==> config.mk <==
export PLATFORM = sky130hd
export DESIGN_NAME = bcd_serial_adder
export DESIGN_NICKNAME = d
export VERILOG_FILES = /design/src/rtl/bcd_serial_adder.sv
export SDC_FILE = /design/constraint.sdc
export NUM_CORES = 1
export LEC_CHECK = 0
export ABC_CLOCK_PERIOD_IN_PS = 4400
export CAP_MARGIN = 0
export CORE_MARGIN = 4
export CORE_UTILIZATION = 55
export DETAILED_ROUTE_END_ITERATION = 7
export DONT_BUFFER_PORTS = 1
export PLACE_DENSITY = 0.7
export RECOVER_POWER = 50
export SLEW_MARGIN = 0
export SYNTH_ARGS = -nofsm -noshare
export SYNTH_HDL_FRONTEND = slang
export SYNTH_SLANG_ARGS = --single-unit
export TNS_END_PERCENT = 50
==> constraint.sdc <==
create_clock -name clk -period 4.4 [get_ports clk]
set_clock_uncertainty 0.1 [all_clocks]
set_input_delay 0.22 -clock clk [delete_from_list [all_inputs] [get_ports clk]]
set_output_delay 0.22 -clock clk [all_outputs]
set_load 0.01 [all_outputs]
==> src/rtl/bcd_serial_adder.sv <==
// Digit-serial packed-BCD adder/subtractor, one digit per clock, LSD first.
// Optional BCD_INVALID_CHECK_EN adds a sticky err output flagging non-BCD digits.
module bcd_serial_adder #(
    parameter int DIGITS = 4
) (
    input  logic                  clk,
    input  logic                  rst,
    input  logic                  start,
    input  logic                  sub,
    input  logic                  cin,
    input  logic [4*DIGITS-1:0]   a,
    input  logic [4*DIGITS-1:0]   b,
    output logic                  busy,
    output logic                  done,
    output logic [4*DIGITS-1:0]   sum,
    output logic                  cout
`ifdef BCD_INVALID_CHECK_EN
    ,
    output logic                  err
`endif
);

    localparam int W  = 4 * DIGITS;
    localparam int IW = (DIGITS > 1) ? $clog2(DIGITS) : 1;

    typedef enum logic [1:0] {IDLE, RUN, DONE} state_t;

    state_t        state_q, state_d;
    logic [IW-1:0] idx_q, idx_d;
    logic [W-1:0]  a_q, a_d, b_q, b_d, sum_q, sum_d;
    logic          sub_q, sub_d, carry_q, carry_d, cout_q, cout_d;

    logic [3:0]    a_dig, b_dig, bd, dig;
    logic [4:0]    raw, raw_adj;
    logic          dig_carry, last_dig;

`ifdef BCD_INVALID_CHECK_EN
    logic          err_q, err_d;
`endif

    // Single digit-adder slice; subtraction uses nine's complement plus initial carry.
    always_comb begin
        a_dig     = a_q[4*idx_q +: 4];
        b_dig     = b_q[4*idx_q +: 4];
        bd        = sub_q ? (4'd9 - b_dig) : b_dig;
        raw       = {1'b0, a_dig} + {1'b0, bd} + {4'b0000, carry_q};
        raw_adj   = raw + 5'd6;
        dig_carry = (raw > 5'd9);
        dig       = dig_carry ? raw_adj[3:0] : raw[3:0];
        last_dig  = (idx_q == IW'(DIGITS - 1));
    end

    always_comb begin
        state_d = state_q;
        idx_d   = idx_q;
        a_d     = a_q;
        b_d     = b_q;
        sub_d   = sub_q;
        carry_d = carry_q;
        sum_d   = sum_q;
        cout_d  = cout_q;
`ifdef BCD_INVALID_CHECK_EN
        err_d   = err_q;
`endif
        case (state_q)
            IDLE, DONE: begin
                if (state_q == DONE) state_d = IDLE;
                if (start) begin
                    a_d     = a;
                    b_d     = b;
                    sub_d   = sub;
                    carry_d = sub | cin;
                    sum_d   = '0;
                    cout_d  = 1'b0;
                    idx_d   = '0;
                    state_d = RUN;
`ifdef BCD_INVALID_CHECK_EN
                    err_d   = 1'b0;
`endif
                end
            end
            RUN: begin
                sum_d[4*idx_q +: 4] = dig;
                carry_d = dig_carry;
`ifdef BCD_INVALID_CHECK_EN
                if (a_dig > 4'd9 || b_dig > 4'd9) err_d = 1'b1;
`endif
                if (last_dig) begin
                    cout_d  = dig_carry;
                    idx_d   = '0;
                    state_d = DONE;
                end else begin
                    idx_d = idx_q + IW'(1);
                end
            end
            default: state_d = IDLE;
        endcase
    end

    always_ff @(posedge clk) begin
        if (rst) begin
            state_q <= IDLE;
            idx_q   <= '0;
            a_q     <= '0;
            b_q     <= '0;
            sub_q   <= 1'b0;
            carry_q <= 1'b0;
            sum_q   <= '0;
            cout_q  <= 1'b0;
`ifdef BCD_INVALID_CHECK_EN
            err_q   <= 1'b0;
`endif
        end else begin
            state_q <= state_d;
            idx_q   <= idx_d;
            a_q     <= a_d;
            b_q     <= b_d;
            sub_q   <= sub_d;
            carry_q <= carry_d;
            sum_q   <= sum_d;
            cout_q  <= cout_d;
`ifdef BCD_INVALID_CHECK_EN
            err_q   <= err_d;
`endif
        end
    end

    assign busy = (state_q == RUN);
    assign done = (state_q == DONE);
    assign sum  = sum_q;
    assign cout = cout_q;
`ifdef BCD_INVALID_CHECK_EN
    assign err  = err_q;
`endif

endmodule

* Word level (Yosys, flattened, before mapping)
Cells that the tools add are included.
** Operators by class
- Add/subtract/negate cells :: 6
- Magnitude comparators :: 1
- Eq/ne operators :: 6
- Shift-type cells :: 4
- Muxes and demuxes :: 17
- Bitwise operators :: 1
- Reduce and logical (&&, ||, !) cells :: 7
** Operators by type and width (number)
- $neg 4->34 :: 1
- $shift 4x34->16 const A :: 1
- $shiftx 4x34->16 :: 1
- $pmux 16 s2 :: 1
- $shiftx 16x5->4 :: 2
- $bwmux 16 :: 1
- $mux 16 :: 1
- $mux 2 :: 5
- $mux 4 :: 2
- $pmux 2 s2 :: 2
- $reduce_and 2->1 :: 3
- $add 4x4->5 :: 1
- $add 5x1->5 :: 1
- $gt 5x4->1 const B :: 1
- $add 4x3->4 const B :: 1
- $eq 2x2->1 const B :: 2
- $pmux 1 s2 :: 2
- $sub 4x4->4 const A :: 1
- $mux 1 :: 3
- $ne 3x3->1 const B :: 1
- $reduce_and 3->1 :: 1
- $add 2x1->2 const B :: 1
- $eq 2x1->1 const B :: 1
- $logic_not 2->1 :: 1
- 5 further kinds :: 5
** Word-level totals
- Flip-flop bits (word level) :: 55
- Input bits :: 37
- Output and inout port bits :: 19
- Logic and storage cells :: 50

* Longest topological paths before layout
- Depth in word-level cells :: 10
- Mapped depth :: 14
- Mapped depth without buffers :: 13

* Worst setup path before layout
Ideal clock, no wire load.
- Path kind :: register -> register
- Start :: register idx_q[0]
- End :: register sum_q[14] (netlist: sum[14])
- Setup time :: 117 ps
- Arrival time :: 3286 ps
- Setup slack :: 896 ps
- Stages on the path, launching flop included :: 15
- Path buffers :: 2
- Period minus slack after synthesis :: 3504 ps
- Cell sequence :: dfxtp_1 > buf_2 > buf_2 > mux4_2 > inv_1 > fa_1 > inv_1 > fa_1 > xnor2_1 > ha_1 > a22oi_1 > a31oi_4 > nor2b_2 > a211oi_2 > a22o_2
** On the way
- Cells in the longest elaborated chain, start to end :: 10
- Elaborated cells between the ends (all ways) :: 14
** RTL lines
- start, declared :: line 29 : logic [IW-1:0] idx_q, idx_d;
- start signal, assigned :: line 115 : idx_q <= idx_d;
- $shiftx 16x5->4 :: line 44 : b_dig = b_q[4*idx_q +: 4];
- $sub 4x4->4 :: line 45 : bd = sub_q ? (4'd9 - b_dig) : b_dig;
- $mux 4 :: line 45
- $add 4x4->5 :: line 46 : raw = {1'b0, a_dig} + {1'b0, bd} + {4'b0000, carry_q};
- $add 5x1->5 :: line 46
- $add 4x3->4 or $gt 5x4->1 (tied branches) :: line 47, 48
- $mux 4 :: line 49 : dig = dig_carry ? raw_adj[3:0] : raw[3:0];
- $shiftx 4x34->16 :: line 83 : sum_d[4*idx_q +: 4] = dig;
- $bwmux 16 (*) :: line 83
- $pmux 16 s2 (*) :: line 65 : case (state_q)
- end signal, assigned :: line 120 : sum_q <= sum_d;
- end, declared :: line 30 : logic [W-1:0] a_q, a_d, b_q, b_d, sum_q, sum_d;
Mark *: on every way between the ends. The rest lies on a longest branch, timed or not.
A chain may end at the register's enable or synchronous reset.

* Worst setup path in the final report
Same ends and word-level chain as after synthesis.

==> summary.txt <==
Global route
  • Total global-route track usage: around a fifth
  • Pin count of the biggest net entering global routing: 48
  • Vias in the first global route: 1876
  • Initial antenna violation count: 0
  • Grt ovf: 0
  • Global-route wire length before repair: 8910 um

Min path
  • Hold_sp: rst
  • Worst hold path cell count: 2
  • Hold Path Class: input pin to flip-flop
  • Hold EP: sum[15]

Logic synthesis
  • Post-Syn Nets: 335
  • Synth cell types: 33
  • Seq/Total Area, Yosys: 44.1%
  • Avg Inst Size Synth: 8.71 um2
  • Ys async rst share: 0%
  • Post-synth EDFFs: 0
  • Yosys reg bits: 55
  • Synth Instances: 287
  • Cell Area, Synth: 2500 um2
  • Ys flop type: dfxtp_1
  • Synth warn: 0

Pwr
  • Leakage: 1.16 nW
  • Internal cell power: 0.000803 W
  • Total power: 0.00110 W
  • Sw power: 0.000296 W
  • Pwr Density: 367 nW/um2
  • Worst VDD drop: 187 uV
  • Combinational share of power: 19.9%
  • Seq pwr share: 48.9%
  • Net Sw Frac: 26.9%
  • Clock Power Share: 31.2%

CTS
  • TritonCTS buffer count: 5
  • Clock sinks: 55
  • CTS H-tree depth: 2
  • Clk pin slew, worst setup/hold paths: around 90 ps
  • Resized Gates After CTS: 0
  • Clock insertion delay at the later pin of the skew report: around 300 ps
  • Max Root-Sink Buffers: 2
  • Root buffer cell: clkbuf_8
  • Clock tree from TritonCTS: done

Flow run
  • Max Cap Viol: 0

Placed design
  • Routability cong.: 0.834
  • Count of input and output buffers: 0
  • DPL Wire Length: approximately 3700 um
  • DP Area: 2530 um2
  • Placed cell count: 325

Cells and area
  • Layout Nets: 362
  • Synth-to-Final Area Change: 19.7%
  • Design area: 2990 um2
  • Antenna fix cells: 0
  • Non-Filler Instances: approximately 370
  • Share of layout cells above drive strength 1: 8.89%

Die
  • Initial Util: 57.0%
  • CORE AREA: 4380 um2
  • Die area: 5690 um2
  • # IOs: 56
  • Die X: about 75 um
  • Die Y: roughly 75 um
  • Rows: 24

STA
  • Final Hold Fails: 0
  • Slew Limit Headroom: 18.5%
  • Final Critical Period: 3780 ps
  • Setup TNS: 0 ps
  • Worst Hold Margin: roughly 65 ps
  • Slew @ Worst Pin: 1220 ps
  • RSZ-0062 raised after global routing: false
  • Final period util: 85.9%
  • Final setup violation count: 0
  • Fmax: ~260 MHz
  • Final Max Slew Viols: 0

Drt
  • WL/cell: 14.7 um
  • Post-DRT Antenna Nets: 0
  • Drt total wl: 5400 um
  • Number of remaining DRC errors: 0
  • Pre-antenna DRT Iters: 4
  • Vias per cell: around 5.5
  • Via count: 2023
  • First-iteration detailed-routing DRC count: approximately 110

Setup path
  • Worst path max stage delay: 510 ps
  • Worst r2r path cells: 13
  • CP endpoint kind: flip-flop
  • Flop-to-flop setup slack: around 620 ps
  • Worst flop-to-flop path startpoint: idx_q[0]
  • CP max-delay cell: mux4_2
  • Worst path arrival time: ~3900 ps
  • Critical setup path kind: flip-flop to flip-flop
  • Bufs and invs on worst path: 3
  • Nature of the critical path startpoint: flip-flop
  • Crit Path Max Fanout: 12
  • Worst R2R End: sum[14]
  • Crit path depth: 13
  • Crit path max-delay family: compound AO/OA/AOI/OAI gates
  • Req. time, crit path: 4550 ps
  • Critical Path, Cell by Cell: buf_4 > mux4_2 > inv_1 > fa_1 > inv_1 > fa_1 > xnor2_1 > ha_1 > a22oi_1 > a31oi_4 > nor2b_2 > a211oi_2 > a22o_2

Outcome
  • Status: complete, no violations
[state kept, by name, summed over array words and instances, names as in the netlist]
name     count
idx_q        2
carry_q      1
b_q         16
cout         1
state_q      2
sub_q        1
a_q         16
sum         16
[cell usage after synthesis, types with 2 or more instances]
library cell | n | area share [%]
a32oi_1 | 2 | 0.70
fa_1 | 2 | 1.6
nor2_1 | 17 | 2.6
nand2b_1 | 3 | 0.75
a22oi_1 | 8 | 2.4
a22o_1 | 7 | 2.5
and4_1 | 2 | 0.70
a21o_2 | 2 | 0.70
nand2_1 | 77 | 12
buf_2 | 2 | 0.40
a21oi_1 | 41 | 8.2
nand3_1 | 2 | 0.40
inv_1 | 10 | 1.5
xnor2_1 | 4 | 1.4
clkbuf_1 | 15 | 2.3
o21ai_0 | 3 | 0.60
mux4_2 | 8 | 7.2
a211oi_1 | 3 | 0.90
nor2b_1 | 3 | 0.75
ha_1 | 9 | 4.5
dfxtp_1 | 55 | 44
[power groups by stage]
stage | Sequential [W] | Clock [W] | Combinational (W)
floorplan | 0.000544 | 0 | 0.000161
global placement | 0.000550 | 0 | 0.000182
detailed placement | 0.000550 | 0 | 0.000187
CTS | 0.000538 | 0.000350 | 0.000219
global route | 0.000542 | 0.000370 | 0.000246
finish | 0.000538 | 0.000342 | 0.000219
[worst max-delay path by stage]
stage / from / to
finish: idx_q[0] / sum[14]
floorplan: idx_q[0] / sum[14]
global route: idx_q[0] / sum[9]
global placement: idx_q[0] / sum[5]
CTS: idx_q[0] / sum[14]
detailed placement: idx_q[0] / sum[14]
[through the flow]
step	setup WS, ps	utilization [%]
floorplan	896	-
global placement	761	57.6
detailed placement	623	57.6
CTS	592	68.3
global route	274	68.2
finish	622	68.2
[per-layer routing]
layer / wire [um] / share of wire [%] / track usage (%) / vias up
met3: 287 / 5.3 / 4.75 / 2
met4: 29 / 0.54 / 4.66 / 0
li1: - / - / - / 1038
met5: 0 / 0 / 0 / -
met1: 2460 / 46 / 27.3 / 930
met2: 2620 / 49 / 33.7 / 53
[cell type report]
type,instances,area (um2)
inverter,10,37.5
clock buffer,6,82.6
multi-input combinational,204,1290
clock inverter,2,35.0
tap,52,65.1
timing repair buffer,38,380
sequential,55,1100
fill,353,1390
[kinds of logic after synthesis]
kind of cell | after synthesis | share of synthesized area [%]
compound gates | 72 | 18.6
xor+xnor | 4 | 1.40
mux | 8 | 7.21
fa+ha+maj | 11 | 6.11
buf+inv | 28 | 4.31
simple gates | 109 | 18.3
flops | 55 | 44.1
[timing repair]
item / in CTS / in global routing
buffers inserted: 0 / 0
hold buffers: 34 / 0
endpoints found under the hold margin: 47 / 0
[placed cells by master, fill, tap and decap left out]
cell type      instances
inv_1                 10
clkbuf_8               6
o21ai_0                3
o21bai_1               1
buf_12                 1
clkinv_2               1
dfxtp_1               55
a22oi_1                8
a22o_2                 1
nor2b_1                3
a21o_2                 2
a22o_1                 7
a211oi_2               1
and3b_1                1
buf_4                  4
nand2b_1               3
nand2_1               77
nor2_1                17
a21oi_1               41
a21o_1                 1
a32oi_1                2
xnor2_1                4
nor3_1                 1
nor2b_2                1
a31oi_1                1
mux4_2                 8
bufinv_16              1
a31oi_4                1
a211oi_1               3
or3_4                  1
fa_1                   2
ha_1                   9
nand3_1                2
dlygate4sd3_1         33
and4_1                 2
nor4_1                 1
Power figures use the tool's default switching activity.
